**src/rtl/fifo_pkg.sv**
```systemverilog
`default_nettype none
// ============================================================================
// Module   : fifo_pkg
// Brief    : Shared FSM encoding and keep-mask helper for the FIFO read packer.
// Revision : 1.0
// ============================================================================
package fifo_pkg;

  typedef enum logic [1:0] {
    RUN   = 2'd0,
    DRAIN = 2'd1,
    EMIT  = 2'd2
  } state_t;

  localparam int unsigned MAX_RATIO = 32;

  // Low cnt bits set; saturates to all-ones of the ratio width once cnt >= ratio.
  function automatic logic [MAX_RATIO-1:0] keep_mask(input int unsigned cnt,
                                                     input int unsigned ratio);
    logic [MAX_RATIO-1:0] m;
    m = '0;
    for (int unsigned i = 0; i < MAX_RATIO; i++) begin
      m[i] = (i < cnt) && (i < ratio);
    end
    return m;
  endfunction

endpackage
`default_nettype wire

```
**src/rtl/fifo_rd_packer.sv**
```systemverilog
`default_nettype none
// ============================================================================
// Module   : fifo_rd_packer
// Brief    : Pops DSIZE-bit FIFO entries and packs RATIO of them per output word.
// Revision : 1.0
// ============================================================================
module fifo_rd_packer
  import fifo_pkg::*;
#(
  parameter int DSIZE = 8,
  parameter int RATIO = 4
) (
  input  logic                   rclk,
  input  logic                   rrst,
  input  logic                   rempty,
  input  logic [DSIZE-1:0]       rdata,
  output logic                   rinc,
  output logic [DSIZE*RATIO-1:0] out_data,
  output logic [RATIO-1:0]       out_keep,
  output logic                   out_valid,
  input  logic                   out_ready,
  input  logic                   flush,
  output logic                   flush_done
);

  localparam int OW = DSIZE * RATIO;
  localparam int CW = $clog2(RATIO + 1);
  localparam logic [CW-1:0] CNT_FULL = CW'(RATIO);
  localparam logic [CW:0]   OCC_FULL = (CW + 1)'(RATIO);

  typedef logic [RATIO-1:0] keep_t;

  state_t        state_q;
  logic [CW-1:0] cnt_q;
  logic          inflight_q;
  logic [OW-1:0] pack_q;
  logic [OW-1:0] out_data_q;
  keep_t         out_keep_q;
  logic          out_valid_q;
  logic          flush_done_q;

  logic          slot_ok;
  logic [CW:0]   occ;
  logic [CW-1:0] cnt_arr;
  logic [OW-1:0] pack_arr;

  assign slot_ok = !out_valid_q || out_ready;
  assign occ     = {1'b0, cnt_q} + {{CW{1'b0}}, inflight_q};

  // A pop at occ==RATIO is safe only if the word completing this cycle can load now.
  assign rinc = !rrst && !rempty && (state_q == RUN) && !flush &&
                ((occ < OCC_FULL) || ((occ == OCC_FULL) && slot_ok));

  // Pack register as it looks once the returning byte (if any) lands in slot cnt.
  assign cnt_arr = cnt_q + CW'(inflight_q);
  always_comb begin
    pack_arr = pack_q;
    for (int i = 0; i < RATIO; i++) begin
      if (inflight_q && (cnt_q == CW'(i))) begin
        pack_arr[i*DSIZE +: DSIZE] = rdata;
      end
    end
  end

  always_ff @(posedge rclk) begin
    if (rrst) begin
      state_q      <= RUN;
      cnt_q        <= '0;
      inflight_q   <= 1'b0;
      pack_q       <= '0;
      out_data_q   <= '0;
      out_keep_q   <= '0;
      out_valid_q  <= 1'b0;
      flush_done_q <= 1'b0;
    end else begin
      inflight_q   <= rinc;
      flush_done_q <= 1'b0;
      pack_q       <= pack_arr;
      cnt_q        <= cnt_arr;
      if (out_valid_q && out_ready) begin
        out_valid_q <= 1'b0;
      end
      unique case (state_q)
        RUN: begin
          if ((cnt_arr == CNT_FULL) && slot_ok) begin
            out_data_q  <= pack_arr;
            out_keep_q  <= '1;
            out_valid_q <= 1'b1;
            cnt_q       <= '0;
            pack_q      <= '0;
          end
          if (flush) begin
            state_q <= DRAIN;
          end
        end
        DRAIN: begin
          if (!inflight_q) begin
            if (cnt_q == '0) begin
              state_q      <= RUN;
              flush_done_q <= 1'b1;
            end else begin
              state_q <= EMIT;
            end
          end
        end
        EMIT: begin
          // Unfilled slots read as zero because pack_q is cleared on every load.
          if (slot_ok) begin
            out_data_q   <= pack_q;
            out_keep_q   <= keep_t'(keep_mask(32'(cnt_q), RATIO));
            out_valid_q  <= 1'b1;
            cnt_q        <= '0;
            pack_q       <= '0;
            flush_done_q <= 1'b1;
            state_q      <= RUN;
          end
        end
        default: state_q <= RUN;
      endcase
    end
  end

  assign out_data   = out_data_q;
  assign out_keep   = out_keep_q;
  assign out_valid  = out_valid_q;
  assign flush_done = flush_done_q;

endmodule
`default_nettype wire

```
**config.mk**
```make
export PLATFORM = sky130hd
export DESIGN_NAME = fifo_rd_packer
export DESIGN_NICKNAME = d
export VERILOG_FILES = /design/src/rtl/fifo_pkg.sv /design/src/rtl/fifo_rd_packer.sv
export SDC_FILE = /design/constraint.sdc
export NUM_CORES = 1
export LEC_CHECK = 0
export BUFFER_PORTS_ARGS = -buffer_cell sky130_fd_sc_hd__clkbuf_2
export CORE_MARGIN = 5
export CORE_UTILIZATION = 39
export CTS_CLUSTER_DIAMETER = 50
export DETAILED_ROUTE_END_ITERATION = 12
export PLACE_DENSITY = 0.59
export SYNTH_ARGS = -nofsm -noshare
export SYNTH_HDL_FRONTEND = slang
export SYNTH_SLANG_ARGS = --single-unit
```
**constraint.sdc**
```tcl
create_clock -name rclk -period 2.25 [get_ports rclk]
set_input_delay 0.225 -clock rclk [delete_from_list [all_inputs] [get_ports rclk]]
set_output_delay 0.225 -clock rclk [all_outputs]
set_load 0.01 [all_outputs]
```
Word level (Yosys, flattened, before mapping)
Cells that the tools add are included.
- register bits: 76
- input bits: 13
- output and inout bits: 39
- word-level logic and storage cells: 77
- add/sub/neg operators: 2
- $lt $le $gt $ge: 5
- equal/unequal tests: 11
- multiplexer cells: 29
- reduce and logical (&&, ||, !) cells: 22
- operators with widths (operator ; number):
    two-way mux 32 bit ; 4
    case mux 32 bit (2 select lines) ; 2
    two-way mux 8 bit ; 4
    logical AND 1 bit ; 11
    two-way mux 2 bit ; 4
    two-way mux 4 bit ; 2
    case mux 4 bit (2 select lines) ; 1
    == test 3 x 2 -> 1 bit, second input constant ; 2
    < comparator 1 x 3 -> 1 bit, first input constant ; 2
    < comparator 2 x 3 -> 1 bit, first input constant ; 2
    two-way mux 1 bit ; 6
    two-way mux 3 bit ; 2
    != test 2 bit, second input constant ; 3
    case mux 2 bit (3 select lines) ; 1
    case mux 3 bit (2 select lines) ; 1
    AND reduction 3 bit ; 2
    adder 3 x 1 -> 4 bit ; 1
    == test 4 x 3 -> 1 bit, second input constant ; 1
    logical NOT 1 bit ; 4
    < comparator 4 x 3 -> 1 bit, second input constant ; 1
    case mux 1 bit (2 select lines) ; 2
    adder 3 x 1 -> 3 bit ; 1
    == test 3 x 1 -> 1 bit, second input constant ; 1
    == test 3 bit, second input constant ; 1
    7 further kinds ; 8

Logic depth before layout (Yosys ltp)
Gate-level depths: netlist of the first run.
- depth in word-level cells: 5
- depth in mapped cells: 9
- mapped depth without buffers: 6

Worst setup path after synthesis of the first run
OpenSTA, ideal clock, no wires.
- kind: register -> register
- start: reg inflight_q
- end: reg cnt_q[2]
- data arrival time: 2.040 ns
- required time: 2.115 ns
- setup slack: 0.075 ns
- cell stages (with the launch flop): 9
- path buffers: 2
- cells stage by stage: dfxtp_1 -> ha_1 -> ha_1 -> o21a_1 -> a2111oi_4 -> or2_1 -> clkbuf_1 -> buf_2 -> nor2_1
- longest elaborated chain between the ends: 5
- elaborated cells on any way between the ends: 6
- classes of those cells: 1 x add/sub; 1 x eq/ne; 3 x mux; 1 x reduce/logical
- RTL lines (what ; RTL line ; RTL):
    start, declared ; fifo_rd_packer.sv:35 ; logic inflight_q;
    start signal, assigned ; fifo_rd_packer.sv:76 ; inflight_q <= rinc;
    adder 3 x 1 -> 3 bit * ; fifo_rd_packer.sv:55 ; assign cnt_arr = cnt_q + CW'(inflight_q);
    == test 3 bit ; fifo_rd_packer.sv:85 ; if ((cnt_arr == CNT_FULL) && slot_ok) begin
    logical AND 1 bit ; fifo_rd_packer.sv:85 ;
    two-way mux 3 bit ; fifo_rd_packer.sv:85 ;
    case mux 3 bit (2 select lines) * ; fifo_rd_packer.sv:83 ; unique case (state_q)
    end signal, assigned ; fifo_rd_packer.sv:79 ; cnt_q <= cnt_arr;
    end, declared ; fifo_rd_packer.sv:34 ; logic [CW-1:0] cnt_q;
Every way passes the cells marked *; elsewhere a longest branch is shown, timed or not.
A chain may end at the register's enable or synchronous reset.

Worst setup path in the final report of the first run
- start: reg inflight_q
- end: reg pack_q[10]
- longest elaborated chain between the ends: 5
- elaborated cells on any way between the ends: 8
- classes of those cells: 1 x add/sub; 1 x eq/ne; 4 x mux; 2 x reduce/logical
- RTL lines (what ; RTL line ; RTL):
    adder 3 x 1 -> 3 bit ; fifo_rd_packer.sv:55 ;
    == test 3 bit ; fifo_rd_packer.sv:85 ;
    logical AND 1 bit ; fifo_rd_packer.sv:85 ;
    two-way mux 32 bit ; fifo_rd_packer.sv:85 ;
    case mux 32 bit (2 select lines) * ; fifo_rd_packer.sv:83 ;
    end signal, assigned ; fifo_rd_packer.sv:78 ; pack_q <= pack_arr;
    end, declared ; fifo_rd_packer.sv:36 ; logic [OW-1:0] pack_q;
Marked as above.

==> key figures, run 1 <==
Status
  • Status: finished clean

Critical path
  • Max incr delay on CP: 440 ps
  • Arrival time of data at the critical path endpoint: 2360 ps
  • Cell with the biggest individual delay on the critical path: sky130_fd_sc_hd__a2111oi_4
  • Required time of the critical path: 2480 ps
  • Category of the worst setup path capture point: flip-flop
  • Critical path class: reg -> reg
  • Type of origin of the critical path: flip-flop
  • Crit-path max FO: 16
  • Worst-path cell chain: ha_2, ha_4, o21a_1, a2111oi_4, buf_4, or2_1, buf_6, a21oi_1
  • Worst r2r path cells: 8

Clock network
  • Maximum buffer depth of the clock tree: 2
  • Clock tree from TritonCTS: done
  • Clk slew on worst S/H paths: 70 ps
  • Total number of H-tree levels: 3
  • Hold-fix buffer count after cts: 0
  • Number of clock buffers inserted by TritonCTS: 9
  • Cell at the root of the clock tree: sky130_fd_sc_hd__clkbuf_8
  • Clock sink total: 76
  • Clock latency on the worst-skew pair: 340 ps

Route
  • Routed length on met3: 454 um
  • Routed wire length: 8.44 mm
  • Number of iterations in the first detailed-routing pass: 5
  • DRC viols: 0
  • Number of nets still failing antenna checks after routing: 0
  • WL per Instance: 15.0 um
  • Detailed Route Iter0 Violations: 167
  • M1 WL: 3.91 mm
  • Top routing layer in use: met4
  • Total vias in the final route: 2954
  • Detail Route met2 WL: 3.99 mm
  • Via count normalized by instance count: 5.25

STA
  • Final Slew Violations: 0
  • Least setup slack across all paths after layout: 115 ps
  • Final Hold Fails: 0
  • Slew at the pin with the worst max-slew slack: 533 ps
  • Period utilisation layout: 0.949
  • Worst relative slew slack: 0.643
  • Final min period: 2140 ps
  • Tightest hold margin: 174 ps
  • Post-Route Skew: 7.25 ps
  • Maximum operating frequency: 468 MHz
  • Final Setup Violations: 0

Global routing
  • Largest net degree at the start of global routing: 32
  • Gr usage total: 0.170
  • Number of global-route vias before repair: 2834
  • Aggregate global routing overflow: 0
  • First-pass GRT wire length: 13.6 mm
  • Number of antenna violations at the first check in global routing: 0

Pwr
  • Switching fraction of total power: 0.274
  • Internal Pwr Total: 2170 uW
  • Clock Power Share: 0.327
  • Sequential fraction of design power: 0.499
  • Pwr per Cell Area: 770 nW/um^2
  • P_sw: 820 uW
  • Leakage power total: 0.00139 uW
  • Combinational cell fraction of total power: 0.174
  • Peak VDD IR: 0.000316 V

Place
  • Number of I/O port buffers: 51
  • Routability congestion estimate: 0.774
  • Half-perimeter wire length of the detailed placement result: 5.65 mm
  • Worst slack at placement: 112 ps
  • Placed Instance Area: 3650 um^2

Cells and area
  • Number of inserted diodes: 0
  • Net count reported at finish: 472
  • Most frequent cells in the layout: sky130_fd_sc_hd__nand2_1, sky130_fd_sc_hd__dfxtp_1, sky130_fd_sc_hd__clkbuf_2
  • Signed area change from the synthesized netlist to the final layout: 20.9%
  • Fraction of layout cells with a size suffix above 1: 0.214
  • Most frequent standard cell in the layout excluding fill and tap cells: sky130_fd_sc_hd__nand2_1
  • Core utilization of the finished layout: 0.478
  • Summed area of non-filler cells in the final layout: 3880 um^2

Logic synthesis
  • Sequential share of the synthesized area: 0.473
  • Post-synthesis sequential element count: 76
  • Average footprint of a synthesized cell: 7.96 um^2
  • Post-synthesis instance area: 3210 um^2
  • Yosys warns: 0
  • Cell count after synthesis: 404
  • Total nets after synthesis: 422
  • Count of distinct cell types in the synthesized netlist: 33

Die
  • Overall die height: 101 um
  • Initial cell density of the core: 0.395
  • Die Width: 101 um
  • Area of the core: 8130 um^2
  • Number of placed I/O pins: 52
  • Number of rows in the core area: 33
  • DIE AREA: 10200 um^2

Worst hold path
  • Worst hold path stage count: 3
  • Worst Hold Class: in -> reg

Run
  • Max Cap Viol: 0
## what timing repair did
item | CTS | global route
gates resized for setup | 0 | 7
buffers inserted | 0 | 2
endpoints found under the setup margin | 0 | 39
## critical path, delay by kind of cell (launching register included)
kind / cells / cell delay, ps
and+or+nand+nor: 1 / 150
AOI/OAI and AO/OA: 3 / 710
buffers and inverters: 2 / 410
DFF: 1 / 350
adders and majority gates: 2 / 420
## metal layers
metal | up-vias | track usage
met3 | 9 | 0.0443
met4 | 0 | 0.0497
li1 | 1496 | -
met2 | 63 | 0.280
met5 | - | 0
met1 | 1386 | 0.218
## power by group through the flow
stage	Combinational, uW	Sequential (uW)	Clock (uW)
2_1_floorplan	275	1560	0
3_3_place_gp	494	1530	0
3_5_place_dp	504	1530	0
4_1_cts	506	1500	1010
5_1_grt	584	1510	1070
6_report	521	1490	978
## state kept, by name, summed over array words and instances, names as in the netlist
register and cells:
flush_done 1, out_data 32, pack_q 32, state_q 2, out_keep 4, inflight_q 1
out_valid 1, cnt_q 3
## worst paths after layout
check	to	startpoint	slack, ps
hold reg to reg	pack_q[16]$_SDFF_PP0_	pack_q[16]$_SDFF_PP0_	450
setup / recovery	pack_q[10]$_SDFF_PP0_	inflight_q$_SDFF_PP0_	110
hold / removal	inflight_q$_SDFF_PP0_	rempty	170
setup reg to reg	pack_q[10]$_SDFF_PP0_	inflight_q$_SDFF_PP0_	110
## area by class of cell
class	instances	area (um^2)
Clock buffer	14	183
Clock inverter	1	5.00
Fill cell	821	4250
Inverter	3	11.3
Multi-Input combinational cell	284	1530
Sequential cell	76	1520
Tap cell	105	131
Timing Repair Buffer	80	498
## through the flow
step	setup TNS (ps)	instances	power, uW
finish	0	563	2990
global route	-71.6	563	3160
CTS	0	560	3010
detailed placement	0	545	2030
global placement	0	545	2020
floorplan	0	404	1840
## cells in the mapped netlist, drive strengths merged
cell type | count | area (um^2)
nand2 | 98 | 368
dfxtp | 76 | 1520
nor2 | 46 | 173
a21oi | 35 | 175
a311oi | 34 | 298
o21ai | 32 | 160
clkbuf | 24 | 90.1
buf | 17 | 72.6
ha | 5 | 62.6
nor3 | 4 | 20.0
inv | 3 | 11.3
nor2b | 3 | 18.8
a211oi | 2 | 15.0
and2 | 2 | 12.5
mux2i | 2 | 20.0
nand2b | 2 | 12.5
nand4bb | 2 | 22.5
nor3b | 2 | 15.0
o2111a | 2 | 22.5
a2111oi | 1 | 27.5
a221o | 1 | 10.0
a22oi | 1 | 7.51
a31oi | 1 | 6.26
nand3 | 1 | 5.00
nand3b | 1 | 7.51
nand4b | 1 | 8.76
nor4b | 1 | 8.76
nor4bb | 1 | 10.0
o21a | 1 | 7.51
or2 | 1 | 6.26
or4b | 1 | 10.0
xnor2 | 1 | 8.76
## logic make-up (layout without fill, tap and decap cells)
| family | after synthesis | after routing | share of synthesized area |
|---|---|---|---|
| XOR/XNOR | 1 | 1 | 0.00273 |
| multiplexers | 2 | 2 | 0.00623 |
| AND/OR/NAND/NOR | 166 | 166 | 0.217 |
| AO/OA/AOI/OAI | 110 | 110 | 0.227 |
| flip-flops | 76 | 76 | 0.473 |
| buffers and inverters | 44 | 98 | 0.0541 |
| adder cells (fa/ha/maj) | 5 | 5 | 0.0195 |
Note: power is estimated with default switching activity, not from simulation.
==> run 2, diff against run 1 <==
--- a/config.mk
+++ b/config.mk
@@ -10,7 +10,6 @@
 export CORE_UTILIZATION = 39
 export CTS_CLUSTER_DIAMETER = 50
 export DETAILED_ROUTE_END_ITERATION = 12
-export PLACE_DENSITY = 0.59
 export SYNTH_ARGS = -nofsm -noshare
 export SYNTH_HDL_FRONTEND = slang
 export SYNTH_SLANG_ARGS = --single-unit
==> run 2 against run 1 <==
Non-clock buffer count is 1 higher. Die area stayed put. Design area is 2.0% higher. Cell count is 0.36% higher. Clock-buffer cell count is 2 lower. First-iteration DRC count is 11% higher. Combinational power is 5.0% higher. Global-route usage is 0.10 points lower. Critical path type is now reg -> out. Largest power group unchanged.
==> key figures, run 2 (synthesis gave the netlist of run 1 again) <==
Die
  • Area of the core: 8130 um^2 (unchanged)
  • Overall die height: 101 um (unchanged)
  • Initial cell density of the core: 0.395 (unchanged)
  • DIE AREA: 10200 um^2 (unchanged)
  • Number of rows in the core area: 33 (unchanged)
  • Die Width: 101 um (unchanged)
  • Number of placed I/O pins: 52 (unchanged)

Pwr
  • P_sw: 860 uW (was 820 uW)
  • Clock Power Share: 0.361 (was 0.327)
  • Switching fraction of total power: 0.269 (was 0.274)
  • Internal Pwr Total: 2330 uW (was 2170 uW)
  • Sequential fraction of design power: 0.468 (was 0.499)
  • Combinational cell fraction of total power: 0.171 (was 0.174)
  • Leakage power total: 0.00142 uW (was 0.00139 uW)
  • Pwr per Cell Area: 806 nW/um^2 (was 770 nW/um^2)
  • Peak VDD IR: 0.000320 V (was 0.000316 V)

STA
  • Period utilisation layout: 0.937 (was 0.949)
  • Setup repair after global routing missed its margin: false
  • Maximum operating frequency: 474 MHz (was 468 MHz)
  • Final Hold Fails: 0 (unchanged)
  • Final TNS setup: 0 ps (unchanged)
  • Tightest hold margin: 171 ps (was 174 ps)
  • Post-Route Skew: 8.97 ps (was 7.25 ps)
  • Final Setup Violations: 0 (unchanged)
  • Final min period: 2110 ps (was 2140 ps)
  • Final Slew Violations: 0 (unchanged)
  • Worst relative slew slack: 0.599 (was 0.643)
  • Slew at the pin with the worst max-slew slack: 600 ps (was 533 ps)

Critical path
  • Critical path class: reg -> out (was reg -> reg)
  • Type of origin of the critical path: flip-flop (unchanged)
  • Cell type group with the largest total delay on the critical path: adder cells (was compound AO/OA/AOI/OAI gates)
  • Max incr delay on CP: 310 ps (was 440 ps)
  • Worst path bufs/invs: 2 (unchanged)
  • Crit-path max FO: 4 (was 16)
  • Worst-path cell chain: ha_1, ha_4, xnor2_1, buf_4, o2111a_1, clkbuf_2 (was ha_2, ha_4, o21a_1, a2111oi_4, buf_4, or2_1, buf_6, a21oi_1)
  • Reg2reg setup slack: 190 ps (was 110 ps)
  • Arrival time of data at the critical path endpoint: 1880 ps (was 2360 ps)
  • Required time of the critical path: 2030 ps (was 2480 ps)
  • Category of the worst setup path capture point: primary output (was flip-flop)
  • Cell with the biggest individual delay on the critical path: sky130_fd_sc_hd__dfxtp_1 (was sky130_fd_sc_hd__a2111oi_4)

Place
  • Number of I/O port buffers: 51 (unchanged)
  • Half-perimeter wire length of the detailed placement result: 5.58 mm (was 5.65 mm)
  • Routability congestion estimate: 0.889 (was 0.774)

Global routing
  • Number of global-route vias before repair: 2703 (was 2834)
  • Largest net degree at the start of global routing: 41 (was 32)
  • First-pass GRT wire length: 13.6 mm (about the same)
  • Aggregate global routing overflow: 0 (unchanged)
  • Number of antenna violations at the first check in global routing: 0 (unchanged)
  • Gr usage total: 0.169 (was 0.170)

Route
  • Number of iterations in the first detailed-routing pass: 4 (was 5)
  • Number of nets still failing antenna checks after routing: 0 (unchanged)
  • Routed wire length: 8.40 mm (was 8.44 mm)
  • Detailed Route Iter0 Violations: 185 (was 167)
  • DRC viols: 0 (unchanged)
  • Via count normalized by instance count: 5.22 (was 5.25)
  • Total vias in the final route: 2949 (was 2954)
  • WL per Instance: 14.9 um (was 15.0 um)

Clock network
  • Maximum buffer depth of the clock tree: 2 (unchanged)
  • Cell at the root of the clock tree: sky130_fd_sc_hd__clkbuf_8 (unchanged)
  • Hold-fix buffer count after cts: 0 (unchanged)
  • Clk slew on worst S/H paths: 70 ps (about the same)
  • Clock latency on the worst-skew pair: 350 ps (was 340 ps)
  • Clock sink total: 76 (unchanged)
  • Clock tree from TritonCTS: done (unchanged)
  • Total number of H-tree levels: 3 (unchanged)
  • Number of clock buffers inserted by TritonCTS: 9 (unchanged)

Status
  • Status: finished clean (unchanged)

Cells and area
  • Number of inserted diodes: 0 (unchanged)
  • Signed area change from the synthesized netlist to the final layout: 23.2% (was 20.9%)
  • Fraction of layout cells with a size suffix above 1: 0.215 (was 0.214)
  • Most frequent standard cell in the layout excluding fill and tap cells: sky130_fd_sc_hd__nand2_1 (unchanged)
  • Most frequent cells in the layout: sky130_fd_sc_hd__nand2_1, sky130_fd_sc_hd__dfxtp_1, sky130_fd_sc_hd__clkbuf_2 (unchanged)
  • Net count reported at finish: 473 (was 472)

Worst hold path
  • Worst Hold Class: in -> reg (unchanged)

Run
  • Max Cap Viol: 0 (unchanged)
run 2: per-stage QoR:
stage / area [um^2] / total power [uW] / worst slack, ps / utilization / instances
finish: 3960 / 3190 / 142 / 0.487 / 565
global placement: 3680 / 2040 / 130 / 0.452 / 546
CTS: 3900 / 3180 / 50.4 / 0.479 / 562
floorplan: 3210 / 1840 / 75.2 / - / 404
global route: 3960 / 3350 / 29.8 / 0.487 / 565
detailed placement: 3680 / 2050 / 63.4 / 0.452 / 546
run 2: worst min-delay path: cells and delay by family:
| family | cells | cell delay (ps) |
|---|---|---|
| AO/OA/AOI/OAI | 1 | 120 |
| buffers and inverters | 1 | 70 |
| AND/OR/NAND/NOR | 1 | 50 |
run 2: final timing paths:
kind,endpoint,cells after the start,start
max,rinc,6,cnt_q[0]$_SDFF_PP0_
min,inflight_q$_SDFF_PP0_,3,rempty
max reg2reg,pack_q[24]$_SDFF_PP0_,8,cnt_q[0]$_SDFF_PP0_
min reg2reg,pack_q[22]$_SDFF_PP0_,2,pack_q[22]$_SDFF_PP0_
run 2: final cells by class:
| type | instances | area, um^2 |
|---|---|---|
| multi-input cells | 284 | 1540 |
| fillers | 802 | 4170 |
| repair buffers | 81 | 536 |
| clock inverters | 4 | 72.6 |
| inverters | 3 | 11.3 |
| well taps | 105 | 131 |
| clock buffers | 12 | 145 |
| flip-flops and latches | 76 | 1520 |
run 2: power groups by stage:
stage	combinational (uW)	sequential, uW	clock, uW
2_1_floorplan	275	1560	0
3_3_place_gp	514	1520	0
3_5_place_dp	519	1530	0
4_1_cts	521	1500	1170
5_1_grt	607	1510	1240
6_report	547	1490	1150
run 2: layer usage:
metal	GRT usage	part of all wire	routed length (um)
met2	0.254	0.44	3710
met3	0.0388	0.047	397
met1	0.241	0.50	4190
met4	0.0497	0.012	100
met5	0	0	0
run 2: what timing repair did:
item,CTS,global route
hold endpoints to repair,0,0
endpoints found under the setup margin,0,52
setup buffers,0,2
resized for setup,0,3
